`src/rtl/result_uart_streamer_if.sv`:
```
// Bundles the output-BRAM read port and the byte stream toward uart_tx.
// The streamer is the master on both: it issues reads and presents bytes.
interface result_uart_streamer_if #(
  parameter int ADDR_W = 10
);
  logic              rd_en;
  logic [ADDR_W-1:0] rd_addr;
  logic [31:0]       rd_data;
  logic [7:0]        tx_data;
  logic              tx_valid;
  logic              tx_ready;

  modport master (
    output rd_en, rd_addr, tx_data, tx_valid,
    input  rd_data, tx_ready
  );

  modport slave (
    input  rd_en, rd_addr, tx_data, tx_valid,
    output rd_data, tx_ready
  );
endinterface

```
`src/rtl/result_uart_streamer.sv`:
```
// Reads N result words from the output BRAM and streams them as a frame:
// SYNC, count (LE16), little-endian payload, 8-bit additive checksum.
module result_uart_streamer #(
  parameter int         ADDR_W    = 10,
  parameter logic [7:0] SYNC_BYTE = 8'hA5
) (
  input  logic                   clk,
  input  logic                   rst_n,
  input  logic                   i_start,
  input  logic [ADDR_W:0]        i_cfg_count,
  result_uart_streamer_if.master m_bus,
  output logic                   o_busy,
  output logic                   o_done,
  output logic [ADDR_W:0]        o_words_sent
);

  localparam int CW = ADDR_W + 1;
  localparam logic [CW-1:0]     MAX_N   = {1'b1, {ADDR_W{1'b0}}};
  localparam logic [CW-1:0]     CNT_ONE = {{(CW-1){1'b0}}, 1'b1};
  localparam logic [ADDR_W-1:0] IDX_ONE = {{(ADDR_W-1){1'b0}}, 1'b1};

  typedef enum logic [2:0] {
    S_IDLE  = 3'd0,
    S_HDR   = 3'd1,
    S_FETCH = 3'd2,
    S_WAIT  = 3'd3,
    S_SEND  = 3'd4,
    S_CSUM  = 3'd5,
    S_DONE  = 3'd6
  } state_t;

  function automatic logic [7:0] csum_add(input logic [7:0] acc, input logic [7:0] b);
    return acc + b;
  endfunction

  state_t            r_state;
  logic [CW-1:0]     r_n;
  logic [CW-1:0]     r_words_sent;
  logic [ADDR_W-1:0] r_idx;
  logic [1:0]        r_byte_cnt;
  logic [31:0]       r_shift;
  logic [7:0]        r_csum;
  logic [7:0]        r_tx_data;
  logic              r_tx_valid;
  logic              r_rd_en;
  logic [ADDR_W-1:0] r_rd_addr;
  logic              r_busy;
  logic              r_done;

  logic              w_fire;
  logic [7:0]        w_csum_next;
  logic [15:0]       w_n16;
  logic [CW-1:0]     w_clamped;
  logic [CW-1:0]     w_sent_next;

  assign w_fire      = r_tx_valid && m_bus.tx_ready;
  assign w_csum_next = csum_add(r_csum, r_tx_data);
  assign w_n16       = {{(16-CW){1'b0}}, r_n};
  assign w_sent_next = r_words_sent + CNT_ONE;

  // Clamp the requested word count to the BRAM depth.
  always_comb begin
    w_clamped = i_cfg_count;
    if (i_cfg_count > MAX_N) begin
      w_clamped = MAX_N;
    end else begin
      w_clamped = i_cfg_count;
    end
  end

  // Frame sequencer; every output is driven straight from a register.
  always_ff @(posedge clk or negedge rst_n) begin
    if (!rst_n) begin
      r_state      <= S_IDLE;
      r_n          <= '0;
      r_words_sent <= '0;
      r_idx        <= '0;
      r_byte_cnt   <= 2'd0;
      r_shift      <= 32'h0000_0000;
      r_csum       <= 8'h00;
      r_tx_data    <= 8'h00;
      r_tx_valid   <= 1'b0;
      r_rd_en      <= 1'b0;
      r_rd_addr    <= '0;
      r_busy       <= 1'b0;
      r_done       <= 1'b0;
    end else begin
      case (r_state)
        S_IDLE: begin
          r_done <= 1'b0;
          if (i_start) begin
            r_n          <= w_clamped;
            r_csum       <= 8'h00;
            r_words_sent <= '0;
            r_idx        <= '0;
            r_byte_cnt   <= 2'd0;
            r_busy       <= 1'b1;
            r_tx_valid   <= 1'b1;
            r_tx_data    <= SYNC_BYTE;
            r_state      <= S_HDR;
          end else begin
            r_state <= S_IDLE;
          end
        end
        S_HDR: begin
          if (w_fire) begin
            // The sync byte is excluded from the checksum.
            if (r_byte_cnt != 2'd0) begin
              r_csum <= w_csum_next;
            end else begin
              r_csum <= r_csum;
            end
            case (r_byte_cnt)
              2'd0: begin
                r_tx_data  <= w_n16[7:0];
                r_byte_cnt <= 2'd1;
              end
              2'd1: begin
                r_tx_data  <= w_n16[15:8];
                r_byte_cnt <= 2'd2;
              end
              default: begin
                r_byte_cnt <= 2'd0;
                if (r_n == '0) begin
                  r_tx_data <= w_csum_next;
                  r_state   <= S_CSUM;
                end else begin
                  r_tx_valid <= 1'b0;
                  r_rd_en    <= 1'b1;
                  r_rd_addr  <= '0;
                  r_state    <= S_FETCH;
                end
              end
            endcase
          end else begin
            r_state <= S_HDR;
          end
        end
        S_FETCH: begin
          r_rd_en <= 1'b0;
          r_state <= S_WAIT;
        end
        S_WAIT: begin
          r_shift    <= m_bus.rd_data;
          r_tx_data  <= m_bus.rd_data[7:0];
          r_tx_valid <= 1'b1;
          r_byte_cnt <= 2'd0;
          r_state    <= S_SEND;
        end
        S_SEND: begin
          if (w_fire) begin
            r_csum <= w_csum_next;
            if (r_byte_cnt != 2'd3) begin
              r_shift    <= {8'h00, r_shift[31:8]};
              r_tx_data  <= r_shift[15:8];
              r_byte_cnt <= r_byte_cnt + 2'd1;
            end else begin
              r_byte_cnt   <= 2'd0;
              r_words_sent <= w_sent_next;
              if (w_sent_next == r_n) begin
                r_tx_data <= w_csum_next;
                r_state   <= S_CSUM;
              end else begin
                r_tx_valid <= 1'b0;
                r_idx      <= r_idx + IDX_ONE;
                r_rd_addr  <= r_idx + IDX_ONE;
                r_rd_en    <= 1'b1;
                r_state    <= S_FETCH;
              end
            end
          end else begin
            r_state <= S_SEND;
          end
        end
        S_CSUM: begin
          if (w_fire) begin
            r_tx_valid <= 1'b0;
            r_done     <= 1'b1;
            r_busy     <= 1'b0;
            r_state    <= S_DONE;
          end else begin
            r_state <= S_CSUM;
          end
        end
        S_DONE: begin
          r_done  <= 1'b0;
          r_state <= S_IDLE;
        end
        default: begin
          r_tx_valid <= 1'b0;
          r_rd_en    <= 1'b0;
          r_busy     <= 1'b0;
          r_done     <= 1'b0;
          r_state    <= S_IDLE;
        end
      endcase
    end
  end

  assign m_bus.rd_en    = r_rd_en;
  assign m_bus.rd_addr  = r_rd_addr;
  assign m_bus.tx_data  = r_tx_data;
  assign m_bus.tx_valid = r_tx_valid;
  assign o_busy         = r_busy;
  assign o_done         = r_done;
  assign o_words_sent   = r_words_sent;

endmodule

```
`src/flat_wrapper.sv`:
```
// flat-port wrapper written by rule: the top's interface ports become plain ports
module result_uart_streamer_flat 
#(
  parameter int         ADDR_W    = 10,
  parameter logic [7:0] SYNC_BYTE = 8'hA5
)
  (clk, rst_n, i_start, i_cfg_count, o_busy, o_done, o_words_sent, m_bus_rd_en, m_bus_rd_addr, m_bus_tx_data, m_bus_tx_valid, m_bus_rd_data, m_bus_tx_ready);
  result_uart_streamer_if #(.ADDR_W(ADDR_W)) m_bus_i ();
  input  logic clk;
  input  logic rst_n;
  input  logic i_start;
  input  logic [ADDR_W:0] i_cfg_count;
  output logic o_busy;
  output logic o_done;
  output logic [ADDR_W:0] o_words_sent;
  output wire logic [$bits(m_bus_i.rd_en)-1:0] m_bus_rd_en;
  output wire logic [$bits(m_bus_i.rd_addr)-1:0] m_bus_rd_addr;
  output wire logic [$bits(m_bus_i.tx_data)-1:0] m_bus_tx_data;
  output wire logic [$bits(m_bus_i.tx_valid)-1:0] m_bus_tx_valid;
  input wire logic [$bits(m_bus_i.rd_data)-1:0] m_bus_rd_data;
  input wire logic [$bits(m_bus_i.tx_ready)-1:0] m_bus_tx_ready;
  assign m_bus_rd_en = m_bus_i.rd_en;
  assign m_bus_rd_addr = m_bus_i.rd_addr;
  assign m_bus_tx_data = m_bus_i.tx_data;
  assign m_bus_tx_valid = m_bus_i.tx_valid;
  assign m_bus_i.rd_data = m_bus_rd_data;
  assign m_bus_i.tx_ready = m_bus_tx_ready;
  result_uart_streamer #(.ADDR_W(ADDR_W), .SYNC_BYTE(SYNC_BYTE)) u_core (.clk(clk), .rst_n(rst_n), .i_start(i_start), .i_cfg_count(i_cfg_count), .m_bus(m_bus_i), .o_busy(o_busy), .o_done(o_done), .o_words_sent(o_words_sent));
endmodule
```
`config.mk`:
```
export PLATFORM = sky130hd
export DESIGN_NAME = result_uart_streamer_flat
export DESIGN_NICKNAME = d
export VERILOG_FILES = /design/src/rtl/result_uart_streamer_if.sv /design/src/rtl/result_uart_streamer.sv /design/src/flat_wrapper.sv
export SDC_FILE = /design/constraint.sdc
export NUM_CORES = 1
export LEC_CHECK = 0
export CAP_MARGIN = 10
export CELL_PAD_IN_SITES_DETAIL_PLACEMENT = 2
export CELL_PAD_IN_SITES_GLOBAL_PLACEMENT = 2
export CORE_ASPECT_RATIO = 0.7
export CORE_UTILIZATION = 36
export CTS_CLUSTER_DIAMETER = 200
export DETAILED_ROUTE_END_ITERATION = 10
export GPL_TIMING_DRIVEN = 0
export PLACE_DENSITY_LB_ADDON = 0.1
export SYNTH_ARGS = -nofsm -noshare
export SYNTH_HDL_FRONTEND = slang
export SYNTH_SLANG_ARGS = --single-unit
```
`constraint.sdc`:
```
create_clock -name clk -period 6.1 [get_ports clk]
set_clock_uncertainty 0.1 [all_clocks]
set_input_delay 0.915 -clock clk [delete_from_list [all_inputs] [get_ports clk]]
set_output_delay 0.915 -clock clk [all_outputs]
set_load 0.01 [all_outputs]
```
==> metrics.txt, run 1 <==
Critical-path top delay cell nor4_2; met1 usage in global routing 34.42%; met2 Track Usage GR 37.33%; CTS tree yes; Slew @ Worst Pin 1.111 ns; Final min period 3.486 ns; post-route ant nets 0; DP Worst Slack 2.523 ns; crit path kind register to register; CP Capture Type register; Syn Inst Count 577; initial core utilization 37.69%; IO Port Bufs 79; ranking of synthesized cells by area dfrtp_1, o21ai_0, nand2_1; top cell type's share of synthesized area 42.58%; via count 4882; mapped cell area 0.005348 sq mm; Worst VDD drop 0.1800 mV; Internal 1691 uW; clock-pin slew of the registers on the worst-case setup and hold paths 0.07 ns; number of synthesized flops with an enable pin 0; Buf/Inv on CP 1; most frequent cells in the layout dfrtp_1, clkdlybuf4s50_1, o21ai_0, nand2_1, nor2_1; vias in the first global route 5320; post-cts sizing count 0; power per cell area 448.2 mW/mm^2; Synth Flop Type dfrtp_1; area leader, netlist dfrtp_1; share of cells above drive strength 1 5.944%; GR Util met3 4.167%; slew margin rel. 25.34%; Placer Congestion 0.8405; Seq pwr share 32.9%; Sw Ratio 43.76%; DP Area 0.006415 sq mm; Max clock buf depth 2; Top Ports 80; Maximum Capacitance Violations 0; Worst EP arrival 3.63 ns; r2r setup slk 2.61 ns; Top delay family on crit path simple AND/OR/NAND/NOR gates; first-pass GRT wire length 28.74 mm; postcts setup bufs 0; Pleak 0.002766 uW; DRC 0; clk root buf clkbuf_16; cts hold-fix bufs 0; critical-path cell list ha_1 > buf_2 > and3_1 > a21oi_1 > o21ai_0 > a2111o_1 > nor4_2 > nor4_1 > a211o_1; setup_tns 0 ns; wire per inst 20.52 um; FP Rows 36; Comb power frac 47.9%; initial antenna violation count 0; largest net degree at the start of global routing 48; worst r2r path cells 9; final hold vios 0; drt initial violations 214; total grt overflow 0; CTS Buf Count 9; H-tree depth 3; Vias per Instance 5.657; commonest non-fill, non-tap cell in the layout dfrtp_1; cell count along the critical path 9; synthesized net count 639; Final Net Count 731; total routed wirelength 17.71 mm; Hold Crit Class register to register; crit share post-route 57.15%; hold depth 2; CP Max Fanout 10; DRT Pass-1 Iters 4; # diodes 0; Layout area overhead 25.46%; filler cell count 1536; YS warnings 0; later-pin clock latency in the skew report 0.36 ns; CORE AREA 0.01419 sq mm; CP required 6.24 ns; setup slack after layout 2.614 ns; GR Util All Layers 24.08%; Mean Syn Cell Area 9.268 sq um; Worst Setup Start Kind register; design area 0.006709 sq mm; post-DP HPWL 13.21 mm; NetSw 1316 uW; maximum clock rate 286.8 MHz; Worst path max stage delay 0.93 ns; clock share of power 19.1%; DIE AREA 0.01535 sq mm; max-slew violations 0; asr flop ratio synth 100.0%; # clock sinks 91; Die Y-Extent 104.0 um; status finished, final reports clean; Seq/Total Area, Yosys 42.58%; unrepaired setup endpoints after global routing no; endpoints failing setup 0; post-synth cell types 63; Seq cells post-synth 91; most utilized layer in the global route result met2; Die X-Extent 147.7 um
## metrics by stage
stage	hold WS, ns	std cells	utilization [%]	power, uW
after global placement	0.3611	846	44.94	2335
after CTS	0.3909	863	47.28	3021
final	0.3873	863	47.28	3007
after floorplan	0.3422	577	-	1887
after detailed placement	0.3765	848	45.21	2430
after global routing	0.4132	863	47.28	3203
## layout make-up
type                            count  area (sq um)  area share [%]
Timing Repair Buffer               81         823.3           12.27
Clock inverter                      4         51.30          0.7646
Inverter                           18         67.56           1.007
Buffer                             35         153.9           2.294
Tap cell                          190         237.7           3.543
Multi-Input combinational cell    433          2855           42.56
Sequential cell                    91          2277           33.94
Clock buffer                       11         242.7           3.618
## power by group through the flow
| stage | clock [uW] | sequential (uW) | combinational, uW |
|---|---|---|---|
| finish | 576 | 989 | 1440 |
| global route | 605 | 1010 | 1580 |
| CTS | 587 | 988 | 1450 |
| detailed placement | 0 | 998 | 1430 |
| global placement | 0 | 981 | 1350 |
| floorplan | 0 | 940 | 947 |
## cells by family after synthesis
kind of cell / after synthesis / synth area share, %
buffers and inverters: 53 / 4.141
flip-flops: 91 / 42.58
adder cells (fa/ha/maj): 15 / 3.650
AO/OA/AOI/OAI: 188 / 23.58
AND/OR/NAND/NOR: 172 / 15.65
multiplexers: 28 / 5.475
XOR/XNOR: 30 / 4.913
## state kept, by name, summed over array words and instances (netlist names)
name                   cells
u_core.m_bus.rd_addr      10
u_core.m_bus.rd_en         1
u_core.m_bus.tx_data       8
u_core.m_bus.tx_valid      1
u_core.o_busy              1
u_core.o_done              1
u_core.o_words_sent       11
u_core.r_byte_cnt          2
u_core.r_csum              8
u_core.r_idx              10
u_core.r_n                11
u_core.r_shift            24
u_core.r_state             3
## final timing paths
| kind | start | end |
|---|---|---|
| max in group asynchronous | rst_n | u_core.r_shift[8]$_DFFE_PN0P_ |
| hold reg to reg | u_core.r_shift[19]$_DFFE_PN0P_ | u_core.r_shift[19]$_DFFE_PN0P_ |
| min in group asynchronous | rst_n | u_core.o_words_sent[5]$_DFFE_PN0P_ |
| setup reg to reg | u_core.o_words_sent[0]$_DFFE_PN0P_ | u_core.r_idx[6]$_DFFE_PN0P_ |
| hold / removal | u_core.r_shift[19]$_DFFE_PN0P_ | u_core.r_shift[19]$_DFFE_PN0P_ |
| setup / recovery | u_core.o_words_sent[0]$_DFFE_PN0P_ | u_core.r_idx[6]$_DFFE_PN0P_ |
## worst register-to-register path, stage by stage, from the launching register on
cell and delay (ns):
dfrtp_1 0.48, ha_1 0.25, buf_2 0.19, and3_1 0.22, a21oi_1 0.15, o21ai_0 0.11, a2111o_1 0.53, nor4_2 0.93
nor4_1 0.14, a211o_1 0.27
## per-layer routing
| metal | wire length (um) | up-vias |
|---|---|---|
| met5 | 0 | - |
| met4 | 251 | 0 |
| met3 | 707 | 21 |
| met2 | 7937 | 100 |
| met1 | 8816 | 2475 |
| li1 | - | 2286 |
## synth_stat cells, drive strengths merged, types with 4 or more instances
master	count
dfrtp	91
o21ai	77
nand2	62
nor2	34
clkbuf	26
a21oi	25
xnor2	19
inv	18
mux2i	18
nand3	15
ha	14
nand2b	13
o31ai	13
a22o	12
xor2	11
mux2	10
and3	9
buf	9
nor4	9
o32ai	9
a31oi	7
nor3	7
a21o	6
and2	6
nand3b	5
nor2b	5
o22ai	4
No activity file was read; power rests on OpenSTA's default activity.
==> run 2: changes to the inputs <==
--- a/config.mk
+++ b/config.mk
@@ -9,7 +9,7 @@
 export CELL_PAD_IN_SITES_DETAIL_PLACEMENT = 2
 export CELL_PAD_IN_SITES_GLOBAL_PLACEMENT = 2
 export CORE_ASPECT_RATIO = 0.7
-export CORE_UTILIZATION = 36
+export CORE_UTILIZATION = 34
 export CTS_CLUSTER_DIAMETER = 200
 export DETAILED_ROUTE_END_ITERATION = 10
 export GPL_TIMING_DRIVEN = 0
==> constraint.sdc (replaced) <==
create_clock -name clk -period 3.5 [get_ports clk]
set_clock_uncertainty 0.1 [all_clocks]
set_input_delay 0.525 -clock clk [delete_from_list [all_inputs] [get_ports clk]]
set_output_delay 0.525 -clock clk [all_outputs]
set_load 0.01 [all_outputs]
==> run 2 against run 1 <==
Effect of this change:
- the flow now finishes with violations (DRC)
- highest routed layer unchanged
- critical path type unchanged
- design area grew 1.5%
- maximum frequency grew 4.3%
- cell count grew 1.4%
==> metrics.txt, run 2 (same netlist as run 1, synthesis figures left out) <==
Placer Congestion 0.8346 (was 0.8405); Die X-Extent 151.9 um (was 147.7 um); Largest Register u_core.r_shift (unchanged); CTS tree yes (unchanged); wire per inst 21.63 um (was 20.52 um); slew margin rel. 45.62% (was 25.34%); Max clock buf depth 2 (unchanged); total grt overflow 0 (unchanged); failing checks DRC; commonest non-fill, non-tap cell in the layout dfrtp_1 (unchanged); Critical-path top delay cell a2111o_1 (was nor4_2); final hold vios 0 (unchanged); share of cells above drive strength 1 7.353% (was 5.944%); initial core utilization 35.54% (was 37.69%); Hold Crit Class primary input to asynchronous set/reset pin (was register to register); critical-path cell list ha_1 > buf_2 > and3_1 > a21oi_1 > o21ai_0 > a2111o_1 > or3_1 > buf_6 > a31oi_4 > buf_4 > mux2_1 (was ha_1 > buf_2 > and3_1 > a21oi_1 > o21ai_0 > a2111o_1 > nor4_2 > nor4_1 > a211o_1); Final min period 3.342 ns (was 3.486 ns); total routed wirelength 18.93 mm (was 17.71 mm); Top Ports 80 (unchanged); Worst Setup Start Kind register (unchanged); Worst EP arrival 3.48 ns (was 3.63 ns); # diodes 0 (unchanged); vias in the first global route 5541 (was 5320); endpoints failing setup 0 (unchanged); cell count along the critical path 11 (was 9); CP Max Fanout 9 (was 10); r2r setup slk 0.16 ns (was 2.61 ns); H-tree depth 3 (unchanged); worst hold margin 0.07084 ns (was 0.3873 ns); drt initial violations 277 (was 214); DRT Pass-1 Iters 7 (was 4); clk root buf clkbuf_16 (unchanged); Finished Core Util 45.25% (was 47.28%); maximum clock rate 299.2 MHz (was 286.8 MHz); cts hold-fix bufs 0 (unchanged); CP Capture Type register (unchanged); Worst path max stage delay 0.55 ns (was 0.93 ns); Layout area overhead 27.30% (was 25.46%); power per cell area 803.0 mW/mm^2 (was 448.2 mW/mm^2); Largest register FFs 24 (unchanged); multi-input logic area 0.002870 sq mm (was 0.002855 sq mm); Worst VDD drop 0.2830 mV (was 0.1800 mV); later-pin clock latency in the skew report 0.35 ns (was 0.36 ns); filler cell count 1632 (was 1536); FF-to-FF Start u_core.o_words_sent[0]$_DFFE_PN0P_ (unchanged); Sequential cell area 0.002278 sq mm (was 0.002277 sq mm); GR Util All Layers 24.53% (was 24.08%); Die Y-Extent 106.9 um (was 104.0 um); most frequent cells in the layout dfrtp_1, clkdlybuf4s50_1, o21ai_0, nand2_1, nor2_1 (unchanged); setup slack after layout 0.1576 ns (was 2.614 ns); status finished, violations left (was finished, final reports clean); worst r2r path cells 11 (was 9); crit path kind register to register (unchanged); Maximum Capacitance Violations 0 (unchanged); crit share post-route 95.50% (was 57.15%); CORE AREA 0.01505 sq mm (was 0.01419 sq mm); initial antenna violation count 0 (unchanged); max-slew violations 0 (unchanged); clock-pin slew of the registers on the worst-case setup and hold paths 0.07 ns (about the same); Slew @ Worst Pin 0.8157 ns (was 1.111 ns); via count 4986 (was 4882); IO Port Bufs 79 (unchanged); DP Worst Slack -0.03577 ns (was 2.523 ns); first-pass GRT wire length 30.66 mm (was 28.74 mm); Pleak 0.002816 uW (was 0.002766 uW); CP required 3.64 ns (was 6.24 ns); post-route ant nets 0 (unchanged); CTS Buf Count 9 (unchanged); Top delay family on crit path compound AO/OA/AOI/OAI gates (was simple AND/OR/NAND/NOR gates); Buf/Inv on CP 3 (was 1); Reg-to-Reg End u_core.m_bus.tx_data[6]$_DFFE_PN0P_ (was u_core.r_idx[6]$_DFFE_PN0P_); FP Rows 37 (was 36); DRC 7 (was 0); post-DP HPWL 13.86 mm (was 13.21 mm); DIE AREA 0.01624 sq mm (was 0.01535 sq mm); # clock sinks 91 (unchanged); Final Net Count 737 (was 731); Vias per Instance 5.698 (was 5.657); largest net degree at the start of global routing 52 (was 48)
-- run 2: changes by cell type in the layout (fill, tap and decap cells not counted), sizes merged --
| cell | before | now |
|---|---|---|
| bufinv | 1 | 2 |
| buf | 12 | 18 |
| inv | 18 | 20 |
| clkinvlp | 1 | 0 |
| clkbuf | 37 | 35 |
| clkinv | 2 | 3 |
-- run 2: worst register-to-register path, cell delays in order (launching register included) --
cell and delay (ns):
dfrtp_2 0.47, ha_1 0.22, buf_2 0.19, and3_1 0.22
a21oi_1 0.14, o21ai_0 0.12, a2111o_1 0.55, or3_1 0.37
buf_6 0.16, a31oi_4 0.18, buf_4 0.18, mux2_1 0.33
-- run 2: repair_timing --
action | in CTS | in global routing
gates resized for setup | 0 | 3
endpoints found under the setup margin | 2 | 27
pin swaps | 1 | 3
endpoints found under the hold margin | 0 | 0
setup buffers | 0 | 6
-- run 2: layout make-up --
type,count,share of cell area (%)
plain buffers,35,2.261
clock buffers,9,3.308
multi-input cells,433,42.16
clock inverters,7,1.470
flip-flops and latches,91,33.47
well taps,195,3.584
inverters,18,0.9925
repair buffers,87,12.76
-- run 2: report_power, final --
group | internal, uW | leakage, uW | total (uW) | switching, uW
logic | 1040 | 0.00146 | 2650 | 1610
registers | 1390 | 0.00119 | 1730 | 342
clock network | 633 | 0.000160 | 1090 | 456
total | 3060 | 0.00282 | 5470 | 2410
-- run 2: how the worst max path moves through the flow --
| stage | endpoint | slack, ns | startpoint |
|---|---|---|---|
| 2_1_floorplan | u_core.m_bus.tx_data[0]$_DFFE_PN0P_ | 0.52 | u_core.o_words_sent[0]$_DFFE_PN0P_ |
| 3_3_place_gp | u_core.m_bus.tx_data[3]$_DFFE_PN0P_ | -1.88 | rst_n |
| 3_5_place_dp | u_core.m_bus.rd_addr[2]$_DFFE_PN0P_ | -0.04 | u_core.o_words_sent[0]$_DFFE_PN0P_ |
| 4_1_cts | u_core.m_bus.rd_addr[2]$_DFFE_PN0P_ | 0.004 | u_core.o_words_sent[0]$_DFFE_PN0P_ |
| 5_1_grt | u_core.r_idx[9]$_DFFE_PN0P_ | -0.005 | u_core.o_words_sent[1]$_DFFE_PN0P_ |
| 6_report | u_core.m_bus.tx_data[6]$_DFFE_PN0P_ | 0.16 | u_core.o_words_sent[0]$_DFFE_PN0P_ |
-- run 2: metal layers --
layer	up-vias	routed length (um)	share of wire [%]	global-route usage (%)
met2	111	8867	47	40.97
met3	20	668	3.5	3.961
met1	2554	9133	48	33.27
met5	-	0	0	0
li1	2301	-	-	-
met4	0	257	1.4	6.050
-- run 2: per-stage QoR --
step           cells   TNS, ns  cell area [sq um]  total power (uW)
3_3_place_gp     851   -175.64               6382              4085
3_5_place_dp     853  -0.04131               6421              4263
6_report         875         0               6808              5467
5_1_grt          875  -0.01035               6808              5811
4_1_cts          869         0               6746              5412
2_1_floorplan    577         0               5348              3289
